### src/rtl/fetch_pc_unit.sv
// Fetch-stage PC/nPC pair and IF/ID pipeline register.
// Applies the control-transfer handler's nPC selection and IF/ID flush,
// inserts a single boot bubble after reset, and holds on hazard stalls.
module fetch_pc_unit #(
    parameter int unsigned        ADDR_W   = 32,
    parameter int unsigned        INSTR_W  = 32,
    parameter logic [ADDR_W-1:0]  RESET_PC = '0
) (
    input  logic               clk,
    input  logic               R,
    input  logic               LE,
    input  logic [1:0]         nPC_sel,
    input  logic               IF_ID_R,
    input  logic [ADDR_W-1:0]  TAG,
    input  logic [ADDR_W-1:0]  ALU_TA,
    input  logic [INSTR_W-1:0] IM_DATA,
    output logic [ADDR_W-1:0]  IM_ADDR,
    output logic [ADDR_W-1:0]  PC_out,
    output logic [ADDR_W-1:0]  nPC_out,
    output logic [INSTR_W-1:0] IF_ID_INSTR,
    output logic [ADDR_W-1:0]  IF_ID_PC,
    output logic [ADDR_W-1:0]  IF_ID_nPC,
    output logic               IF_ID_VALID,
    output logic               DS_FLAG,
    output logic               ALIGN_ERR
);

    typedef enum logic [1:0] {StBoot, StRun, StHold} state_e;

    state_e             state_q, state_d;
    logic [ADDR_W-1:0]  pc_q, pc_d;
    logic [ADDR_W-1:0]  npc_q, npc_d;
    logic [INSTR_W-1:0] if_instr_q, if_instr_d;
    logic [ADDR_W-1:0]  if_pc_q, if_pc_d;
    logic [ADDR_W-1:0]  if_npc_q, if_npc_d;
    logic               if_valid_q, if_valid_d;
    logic               ds_q, ds_d;
    logic               align_err_q, align_err_d;

    logic [ADDR_W-1:0]  npc_next;
    logic               redirect;
    logic               misalign;

    // Next-nPC selection; targets are word-aligned before use, code 11 falls back to nPC+4.
    always_comb begin
        npc_next = npc_q + ADDR_W'(4);
        redirect = 1'b0;
        misalign = 1'b0;
        case (nPC_sel)
            2'b01: begin
                npc_next = {TAG[ADDR_W-1:2], 2'b00};
                redirect = 1'b1;
                misalign = (TAG[1:0] != 2'b00);
            end
            2'b10: begin
                npc_next = {ALU_TA[ADDR_W-1:2], 2'b00};
                redirect = 1'b1;
                misalign = (ALU_TA[1:0] != 2'b00);
            end
            default: ;
        endcase
    end

    // FSM next state plus PC/nPC and IF/ID next values; everything holds by default.
    always_comb begin
        state_d     = state_q;
        pc_d        = pc_q;
        npc_d       = npc_q;
        if_instr_d  = if_instr_q;
        if_pc_d     = if_pc_q;
        if_npc_d    = if_npc_q;
        if_valid_d  = if_valid_q;
        ds_d        = ds_q;
        align_err_d = align_err_q;

        case (state_q)
            StBoot: begin
                state_d    = StRun;
                if_instr_d = '0;
                if_valid_d = 1'b0;
                ds_d       = 1'b0;
            end
            StRun, StHold: begin
                if (LE) begin
                    state_d     = StRun;
                    pc_d        = npc_q;
                    npc_d       = npc_next;
                    if_instr_d  = IM_DATA;
                    if_pc_d     = pc_q;
                    if_npc_d    = npc_q;
                    if_valid_d  = 1'b1;
                    ds_d        = redirect && !IF_ID_R;
                    align_err_d = align_err_q | misalign;
                end else begin
                    state_d = StHold;
                end
            end
            default: state_d = StBoot;
        endcase

        // Flush wins over any load; the PC/nPC tag fields keep their old values.
        if (IF_ID_R) begin
            if_instr_d = '0;
            if_pc_d    = if_pc_q;
            if_npc_d   = if_npc_q;
            if_valid_d = 1'b0;
            ds_d       = 1'b0;
        end
    end

    // State registers with synchronous reset.
    always_ff @(posedge clk) begin
        if (R) begin
            state_q     <= StBoot;
            pc_q        <= RESET_PC;
            npc_q       <= RESET_PC + ADDR_W'(4);
            if_instr_q  <= '0;
            if_pc_q     <= '0;
            if_npc_q    <= '0;
            if_valid_q  <= 1'b0;
            ds_q        <= 1'b0;
            align_err_q <= 1'b0;
        end else begin
            state_q     <= state_d;
            pc_q        <= pc_d;
            npc_q       <= npc_d;
            if_instr_q  <= if_instr_d;
            if_pc_q     <= if_pc_d;
            if_npc_q    <= if_npc_d;
            if_valid_q  <= if_valid_d;
            ds_q        <= ds_d;
            align_err_q <= align_err_d;
        end
    end

    assign IM_ADDR     = pc_q;
    assign PC_out      = pc_q;
    assign nPC_out     = npc_q;
    assign IF_ID_INSTR = if_instr_q;
    assign IF_ID_PC    = if_pc_q;
    assign IF_ID_nPC   = if_npc_q;
    assign IF_ID_VALID = if_valid_q;
    assign DS_FLAG     = ds_q;
    assign ALIGN_ERR   = align_err_q;

endmodule

### config.mk
export PLATFORM = sky130hd
export DESIGN_NAME = fetch_pc_unit
export DESIGN_NICKNAME = d
export VERILOG_FILES = /design/src/rtl/fetch_pc_unit.sv
export SDC_FILE = /design/constraint.sdc
export NUM_CORES = 1
export LEC_CHECK = 0
export ABC_AREA = 0
export CAP_MARGIN = 20
export CORE_MARGIN = 10
export CORE_UTILIZATION = 42
export CTS_CLUSTER_DIAMETER = 120
export DETAILED_ROUTE_END_ITERATION = 10
export PLACE_DENSITY = 0.9
export SETUP_SLACK_MARGIN = 0.05
export SLEW_MARGIN = 20
export SYNTH_ARGS = -nofsm -noshare
export SYNTH_HDL_FRONTEND = slang
export SYNTH_SLANG_ARGS = --single-unit
### constraint.sdc
create_clock -name clk -period 2.8 [get_ports clk]
set_input_delay 0.42 -clock clk [delete_from_list [all_inputs] [get_ports clk]]
set_output_delay 0.42 -clock clk [all_outputs]
set_load 0.005 [all_outputs]
## After elaboration in Yosys (flattened, before gate mapping)

Cells that the tools add are included.

| cells by class | value |
|---|---|
| $add $sub $neg | 1 |
| equal/unequal tests | 5 |
| mux-type cells | 11 |
| bitwise operators | 2 |
| reduce and logical (&&, ||, !) cells | 12 |

Operator list:

| cell | count |
|---|---|
| $pmux W32 S2 | 2 |
| $add A32 B3 Y32 const B | 1 |
| $mux W32 | 1 |
| $pmux W1 S2 | 3 |
| $reduce_bool A2 Y1 | 3 |
| $reduce_or A2 Y1 | 3 |
| $eq A2 B1 Y1 const B | 2 |
| $eq A2 B2 Y1 const B | 2 |
| $pmux W2 S2 | 1 |
| $reduce_and A2 Y1 | 2 |
| $mux W1 | 3 |
| $reduce_and A3 Y1 | 1 |
| $logic_not A2 Y1 | 1 |
| $mux W2 | 1 |
| $ne A2 B2 Y1 const B | 1 |
| $logic_and A1 B1 Y1 | 1 |
| $logic_not A1 Y1 | 1 |
| $not A1 Y1 | 1 |
| $or A1 B1 Y1 | 1 |

| word-level totals | value |
|---|---|
| flip-flop bits (word level) | 165 |
| input port bits | 102 |
| output and inout bits | 195 |
| word-level logic and storage cells | 40 |

## Longest topological paths before layout

Gate-level depths: netlist of the first run.

| logic depth | value |
|---|---|
| depth in word-level cells | 6 |
| gate-level depth with buffers | 9 |
| mapped depth without buffers | 7 |

## Least setup slack after synthesis of the first run

Ideal clock, no wire load.

| path | value |
|---|---|
| path kind | flip-flop to flip-flop |
| from | register state_q[0] |
| to | register npc_q[16] (netlist: nPC_out[16]) |
| setup time | 0.070 ns |
| arrival | 1.919 ns |
| required time | 2.730 ns |
| path slack | 0.810 ns |
| cell stages (with the launch flop) | 9 |
| buffers on the path | 3 |
| period minus slack after synthesis | 1.990 ns |
| cell sequence | dfxtp_1 -> inv_1 -> ha_1 -> and2_1 -> clkbuf_1 -> clkbuf_1 -> clkbuf_1 -> o21ai_0 -> a21oi_1 |

| between the ends | value |
|---|---|
| longest elaborated chain between the ends | 3 |
| elaborated cells on any way between the ends | 4 |
| classes of those cells | eq/ne: 2; reduce/logical: 2 |

Ends and longest elaborated chain:

| item | RTL line | RTL |
|---|---|---|
| start, declared | 30 | `state_e state_q, state_d;` |
| start signal, assigned | 114 | `state_q <= StBoot;` |
| start signal, assigned | 124 | `state_q <= state_d;` |
| $eq A2 B1 Y1 / $eq A2 B2 Y1 (equally long branches) | 76 | `case (state_q)` |
| $reduce_or A2 Y1 * | 76 |  |
| $reduce_and A2 Y1 (no source line) * | - |  |
| end signal, assigned | 116 | `npc_q <= RESET_PC + ADDR_W'(4);` |
| end signal, assigned | 126 | `npc_q <= npc_d;` |
| end, declared | 32 | `logic [ADDR_W-1:0] npc_q, npc_d;` |

Every way passes the cells marked *; elsewhere a longest branch is shown, timed or not.
A chain may end at the register's enable or synchronous reset.

## Final worst setup path of the first run

| path | value |
|---|---|
| from | register npc_q[9] (netlist: nPC_out[9]) |
| to | register npc_q[29] (netlist: nPC_out[29]) |

| between the ends | value |
|---|---|
| longest elaborated chain between the ends | 2 |

Ends and longest elaborated chain:

| item | RTL line | RTL |
|---|---|---|
| $add A32 B3 Y32 | 46 | `npc_next = npc_q + ADDR_W'(4);` |
| $pmux W32 S2 | 49 | `case (nPC_sel)` |

Every way passes these cells.

==> summary.md, run 1 <==
| Metric | Value |
|---|---|
| Outcome | finished clean |
| Unrepaired setup endpoints after global routing | no |
| Via density | approximately 5.6 |
| Filler instances | 1,305 |
| Crit-path max cell delay | ~0.75 ns |
| Area share of the largest cell type after synthesis | 46.2% |
| Routed vias | 7,425 |
| Synth unique cells | 51 |
| Peak supply drop | about 0.43 mV |
| Core box area | about 0.016 mm2 |
| GP Congestion | around 0.94 |
| Final WL | approximately 26,000 um |
| Number of synthesized flops with an enable pin | 0 |
| Longest Clk Path Bufs | 2 |
| Hold Crit Endpoint | IF_ID_PC[25] |
| Gr usage total | between 20% and 30% |
| Top FF cell, synth | dfxtp_1 |
| Hold Path Stages | 2 |
| Setup-failing EPs final | 0 |
| Most frequent cells in the layout | 285 x clkdlybuf4s50_1, 203 x nand2_1, 157 x dfxtp_1 |
| Final Non-Filler Cells | 1,337 |
| Number of top-level pins | about 300 |
| Worst skew pair latency | between 0.4 and 0.5 ns |
| Family with the most delay on the worst path | simple AND/OR/NAND/NOR gates |
| Number of global-route vias before repair | just over 7,000 |
| Setup Crit Path Kind | reg -> reg |
| Clock sink count | 157 |
| WP buf/inv | 0 |
| Pwr Density | 553 mW/mm2 |
| Synth area leaders | dfxtp_1 46%, nand2_1 11%, a21oi_1 9.0% |
| Skew final | between 0.009 and 0.01 ns |
| Worst Hold Class | in -> reg |
| Sequential area share after synthesis | a little under half |
| Antenna Violating Nets Remaining | 0 |
| Crit path time final | about 2.4 ns |
| Worst EP required | roughly 3.1 ns |
| Overflow after GRT | 0 |
| Layout area overhead | 51.6% |
| Flops & latches, synth | ~160 |
| Post-DR wirelength/cell | a little under 20 um |
| Layout cell share with drive strength beyond 1 | under 10% |
| Crit-path max FO | 9 |
| Worst hold margin | ~0.42 ns |
| Root Buffer | clkbuf_16 |
| Register area | 0.00314 mm2 |
| Hold Fails Final Rpt | 0 |
| Placed cells | between 1,000 and 1,500 |
| CTS-repair resized insts | 0 |
| Worst setup EP type | flip-flop |
| Crit path cell chain | nand4_2 -> or4_1 -> nor4_2 -> nor3_1 -> a2111oi_2 |
| Final worst-path cycle share | approximately 84% |
| Nets | 1,214 |
| R2R cell count | 5 |
| HP Start | R |
| Total Neg Setup Slack | 0 ns |
| Post-CTS Setup Repair Bufs | 0 |
| Worst-margin pin slew | 0.742 ns |
| CTS tree | yes |
| FF-to-FF Start | nPC_out[9] |
| Reg2Reg Setup Slack | 0.44 ns |
| Static Leakage | 3.47 nW |
| Yosys warns | 0 |
| DRT iter0 DRCs | approximately 800 |
| Post-DP HPWL | a little under 20,000 um |
| First-pass GRT wire length | 40,700 um |
| PortBufs | 286 |
| H-tree Lvls | 4 |
| Mapped Cells | between 800 and 900 |
| Router iterations before antenna repair | 5 |
| Initial antenna violation count | 1 |
| Most common cell after layout, fill and taps aside | clkdlybuf4s50_1 |
| Slew Viols, Final | 0 |
| Synth area leader | dfxtp_1 |
| Worst slew margin | around half |
| Number of max-cap violations | 0 |
| Clock transition at the registers of the reported paths | ~0.070 ns |
| Site Rows | 46 |
| Slowest-stage cell, CP | or4_1 |
| Die area | 0.0217 mm2 |
| Worst r2r dst | nPC_out[29] |
| # hold bufs at CTS | 0 |
| Largest net degree at the start of global routing | ~90 |
| TritonCTS Buffers | 17 |
| Starting Density | between 40% and 50% |
| Mapped cell area | ~0.007 mm2 |
| Crit path launch type | flip-flop |
| CP arrival | around 2.7 ns |
| Synth async-reset ratio | 0% |
| DRC Markers | 0 |
| Multi-input logic area | 0.00309 mm2 |
| Max Clk Rate | ~420 MHz |
| Die width | between 100 and 150 um |
| Die Ht | around 150 um |
| Synthesized area per cell | a little under 8 um2 |
[metal layers]
layer / part of all wire, % / up-vias / GRT usage (%)
met2: 50 / 430 / 38.4
met4: 2.8 / 0 / 9.46
met1: 37 / 3488 / 26.9
li1: - / 3448 / -
met5: 0 / - / 0
met3: 10 / 59 / 8.11
[final cells by class]
cell class / count / share of cell area (%)
diodes: 1 / 0.0242
clock buffers: 18 / 4.25
clock inverters: 14 / 1.91
inverters: 11 / 0.400
multi-input cells: 600 / 29.9
flip-flops and latches: 157 / 30.4
well taps: 216 / 2.62
repair buffers: 320 / 30.4
[worst register-to-register path, stage by stage (launching register included)]
cell and delay (ns):
dfxtp_1 0.60, nand4_2 0.22, or4_1 0.75, nor4_2 0.28, nor3_1 0.08, a2111oi_2 0.34
[state kept, by name, indices dropped and copies added (netlist names)]
signal       cells
nPC_out         30
IF_ID_VALID      1
IM_ADDR         30
state_q          2
IF_ID_PC        30
IF_ID_nPC       30
ALIGN_ERR        1
IF_ID_INSTR     32
DS_FLAG          1
[cell usage after synthesis, drive strengths merged (2+ instances only)]
master	n
nand2	204
dfxtp	157
a21oi	123
nor2	68
buf	57
clkbuf	55
a22oi	51
o21ai	16
nand3	15
nor3	12
inv	11
a221oi	10
a31oi	9
nor4	9
and4	6
nand4	6
ha	5
nand2b	4
o22ai	4
or3	4
and2	3
mux2	3
o32ai	3
a211oi	2
a21o	2
a221o	2
a311oi	2
a41oi	2
and3	2
nand3b	2
nand4b	2
o211ai	2
o21a	2
o31ai	2
or2	2
or4	2
[kinds of logic (layout without fill, tap and decap cells)]
group	count (synthesis)	after routing	share of synthesized area [%]
flip-flops	157	157	46.2
other	1	11	0.0551
buffers and inverters	123	363	9.19
multiplexers	3	3	0.496
AO/OA/AOI/OAI	239	239	21.6
adder cells (fa/ha/maj)	5	5	0.919
AND/OR/NAND/NOR	343	343	21.6
[where the power goes]
group          internal, mW  switching [mW]
clock network          1.47            1.03
registers              2.29          0.0766
logic                 0.398           0.451
[worst max path at each step]
stage / startpoint / endpoint / cells past startpoint
detailed placement: nPC_sel[0] / nPC_out[20] / 8
global placement: nPC_sel[0] / nPC_out[31] / 8
finish: nPC_out[9] / nPC_out[29] / 5
floorplan: state_q[0] / nPC_out[16] / 8
global route: nPC_out[9] / nPC_out[29] / 5
CTS: nPC_out[9] / nPC_out[29] / 5
[through the flow]
stage               power, mW  utilization [%]  setup WS [ns]  area, um2
floorplan                2.82                -          0.810       6840
global placement         3.24             61.0          0.399       9690
detailed placement       3.26             61.0          0.311       9690
CTS                      5.72             65.0          0.456      10300
global route             5.92             65.0          0.262      10300
finish                   5.71             65.0          0.436      10300
(Power assumes the default switching activity.)
==> run 2: changes to the inputs <==
==> constraint.sdc (replaced) <==
create_clock -name clk -period 2.3 [get_ports clk]
set_input_delay 0.345 -clock clk [delete_from_list [all_inputs] [get_ports clk]]
set_output_delay 0.345 -clock clk [all_outputs]
set_load 0.005 [all_outputs]
==> summary.md, run 2 (synthesized netlist as in run 1, its figures left out) <==
| Metric | Value |
|---|---|
| Final worst-path cycle share | 90.5% (+6.0 points) |
| Max reg flops | 32 (unchanged) |
| Crit path cell chain | nand4_2 -> or4_4 -> nor4_2 -> nor3_1 -> a2111oi_2 |
| Layout cell share with drive strength beyond 1 | 8.62% (+1.5 points) |
| # hold bufs at CTS | 0 (unchanged) |
| Worst slew margin | 56.3% (+6.2 points) |
| DRT iter0 DRCs | 944 (+17%) |
| TritonCTS Buffers | 17 (unchanged) |
| Root Buffer | clkbuf_16 |
| First-pass GRT wire length | 41,100 um (+0.82%) |
| FF-to-FF Start | nPC_out[8] |
| GP Congestion | 0.929 (-1.1%) |
| Worst r2r dst | nPC_out[29] |
| Initial antenna violation count | 1 (unchanged) |
| Filler instances | 1,301 (-0.31%) |
| Core box area | 0.0159 mm2 (unchanged) |
| Post-DP HPWL | 19,800 um (+1.4%) |
| DRC Markers | 0 (unchanged) |
| Crit-path max FO | 8 (-1) |
| Final WL | 26,500 um (+1.1%) |
| Worst EP required | 2.61 ns (-0.51 ns) |
| Most frequent cells in the layout | 285 x clkdlybuf4s50_1, 203 x nand2_1, 157 x dfxtp_1 |
| Worst Hold Class | reg -> reg |
| Skew final | 0.00856 ns (-0.000609 ns) |
| Overflow after GRT | 0 (unchanged) |
| Outcome | finished clean |
| Most common cell after layout, fill and taps aside | clkdlybuf4s50_1 |
| Site Rows | 46 (unchanged) |
| Post-DR wirelength/cell | 19.6 um (-0.22%) |
| Router iterations before antenna repair | 6 (+1) |
| Worst-margin pin slew | 0.656 ns (-0.0855 ns) |
| Number of top-level pins | 297 (unchanged) |
| Max Clk Rate | 481 MHz (+14%) |
| Hold Fails Final Rpt | 0 (unchanged) |
| Unrepaired setup endpoints after global routing | no |
| Worst skew pair latency | 0.42 ns (about the same) |
| Via density | 5.49 (-1.2%) |
| Clock sink count | 157 (unchanged) |
| End point of the critical path | nPC_out[29] |
| Crit path time final | 2.08 ns (-0.283 ns) |
| Slowest-stage cell, CP | or4_4 |
| Reg2Reg Setup Slack | 0.22 ns (-0.22 ns) |
| Clock transition at the registers of the reported paths | 0.06 ns (about the same) |
| Gr usage total | 23.4% (+0.15 points) |
| Final core occ | 65.6% (+0.61 points) |
| PortBufs | 286 (unchanged) |
| Die width | 147 um (unchanged) |
| Slew Viols, Final | 0 (unchanged) |
| Number of max-cap violations | 0 (unchanged) |
| Total Neg Setup Slack | 0 ns (unchanged) |
| Worst setup EP type | flip-flop |
| Die area | 0.0217 mm2 (unchanged) |
| Peak supply drop | 0.509 mV (+18%) |
| CP arrival | 2.39 ns (-0.29 ns) |
| H-tree Lvls | 4 (unchanged) |
| Static Leakage | 3.52 nW (+1.6%) |
| Starting Density | 42.9% (unchanged) |
| Setup Crit Path Kind | reg -> reg |
| Placed cell areas | 0.00985 mm2 (+1.7%) |
| Layout area overhead | 53.1% |
| Crit path launch type | flip-flop |
| Largest net degree at the start of global routing | 126 (+38%) |
| Final Cell Area | 0.0104 mm2 (+0.93%) |
| Setup-failing EPs final | 0 (unchanged) |
| Critical path origin | nPC_out[8] |
| CTS tree | yes |
| Number of global-route vias before repair | 7,204 (+0.056%) |
| Die Ht | 147 um (unchanged) |
| Routed vias | 7,427 (+0.027%) |
| Pwr Density | 637 mW/mm2 (+15%) |
| R2R cell count | 5 (unchanged) |
| Post-CTS Setup Repair Bufs | 0 (unchanged) |
| Crit-path max cell delay | 0.64 ns (-0.11 ns) |
| Antenna Violating Nets Remaining | 0 (unchanged) |
| Nets | 1,231 (+1.4%) |
| Longest Clk Path Bufs | 2 (unchanged) |
## run 2: cell count changes in the layout (fill, tap and decap cells not counted), sizes merged
cell | previous run | this run
clkinvlp | 1 | 3
bufinv | 3 | 0
clkinv | 2 | 4
buf | 35 | 52
inv | 19 | 18
## run 2: layout make-up
| type | count | area (um2) | share of cell area [%] |
|---|---|---|---|
| timing repair buffer | 337 | 3310 | 31.7 |
| sequential | 157 | 3140 | 30.2 |
| multi-input combinational | 600 | 3100 | 29.7 |
| clock buffer | 18 | 439 | 4.21 |
| tap | 216 | 270 | 2.59 |
| clock inverter | 14 | 125 | 1.20 |
| inverter | 11 | 41.3 | 0.396 |
| antenna | 1 | 2.50 | 0.0240 |
## run 2: worst max-delay path, delay by kind of cell (launching register included)
family	cells	cell delay (ns)
compound gates	1	0.33
flops	1	0.49
simple gates	4	1.16
## run 2: metrics by stage
stage                     power [mW]  setup slack [ns]  hold WS, ns  std cells
after floorplan                 3.43             0.310        0.421        880
after global routing            6.90            0.0699        0.471       1354
after global placement          3.99             0.105        0.441       1321
final                           6.64             0.219        0.454       1354
after detailed placement        4.01            0.0351        0.446       1321
after CTS                       6.68             0.148        0.455       1353
## run 2: power breakdown
part / leakage (nW) / total [mW] / switching (mW) / internal, mW
Sequential: 1.27 / 2.86 / 0.0714 / 2.79
Combinational: 1.99 / 1.11 / 0.581 / 0.524
Clock: 0.269 / 2.68 / 1.23 / 1.45
## run 2: how the worst min path moves through the flow
stage,start,to,slack [ns],cells past startpoint
after detailed placement,IF_ID_PC[3],IF_ID_PC[3],0.45,2
after floorplan,LE,state_q[1],0.42,1
after global placement,IF_ID_PC[5],IF_ID_PC[5],0.44,2
final,IF_ID_nPC[5],IF_ID_nPC[5],0.45,2
after CTS,IF_ID_PC[3],IF_ID_PC[3],0.45,2
after global routing,IF_ID_PC[29],IF_ID_PC[29],0.47,2
## run 2: metal layers
| layer | share of wire, % | GRT usage [%] | vias to the layer above |
|---|---|---|---|
| met1 | 38 | 27.2 | 3445 |
| met3 | 9.9 | 7.03 | 60 |
| met2 | 50 | 39.5 | 433 |
| met5 | 0 | 0 | - |
| met4 | 2.8 | 9.12 | 0 |
| li1 | - | - | 3489 |
## run 2: repair_timing
action | 4_1_cts | 5_1_grt
resized for setup | 0 | 1
endpoints found under the hold margin | 0 | 0
setup endpoints to repair | 0 | 3
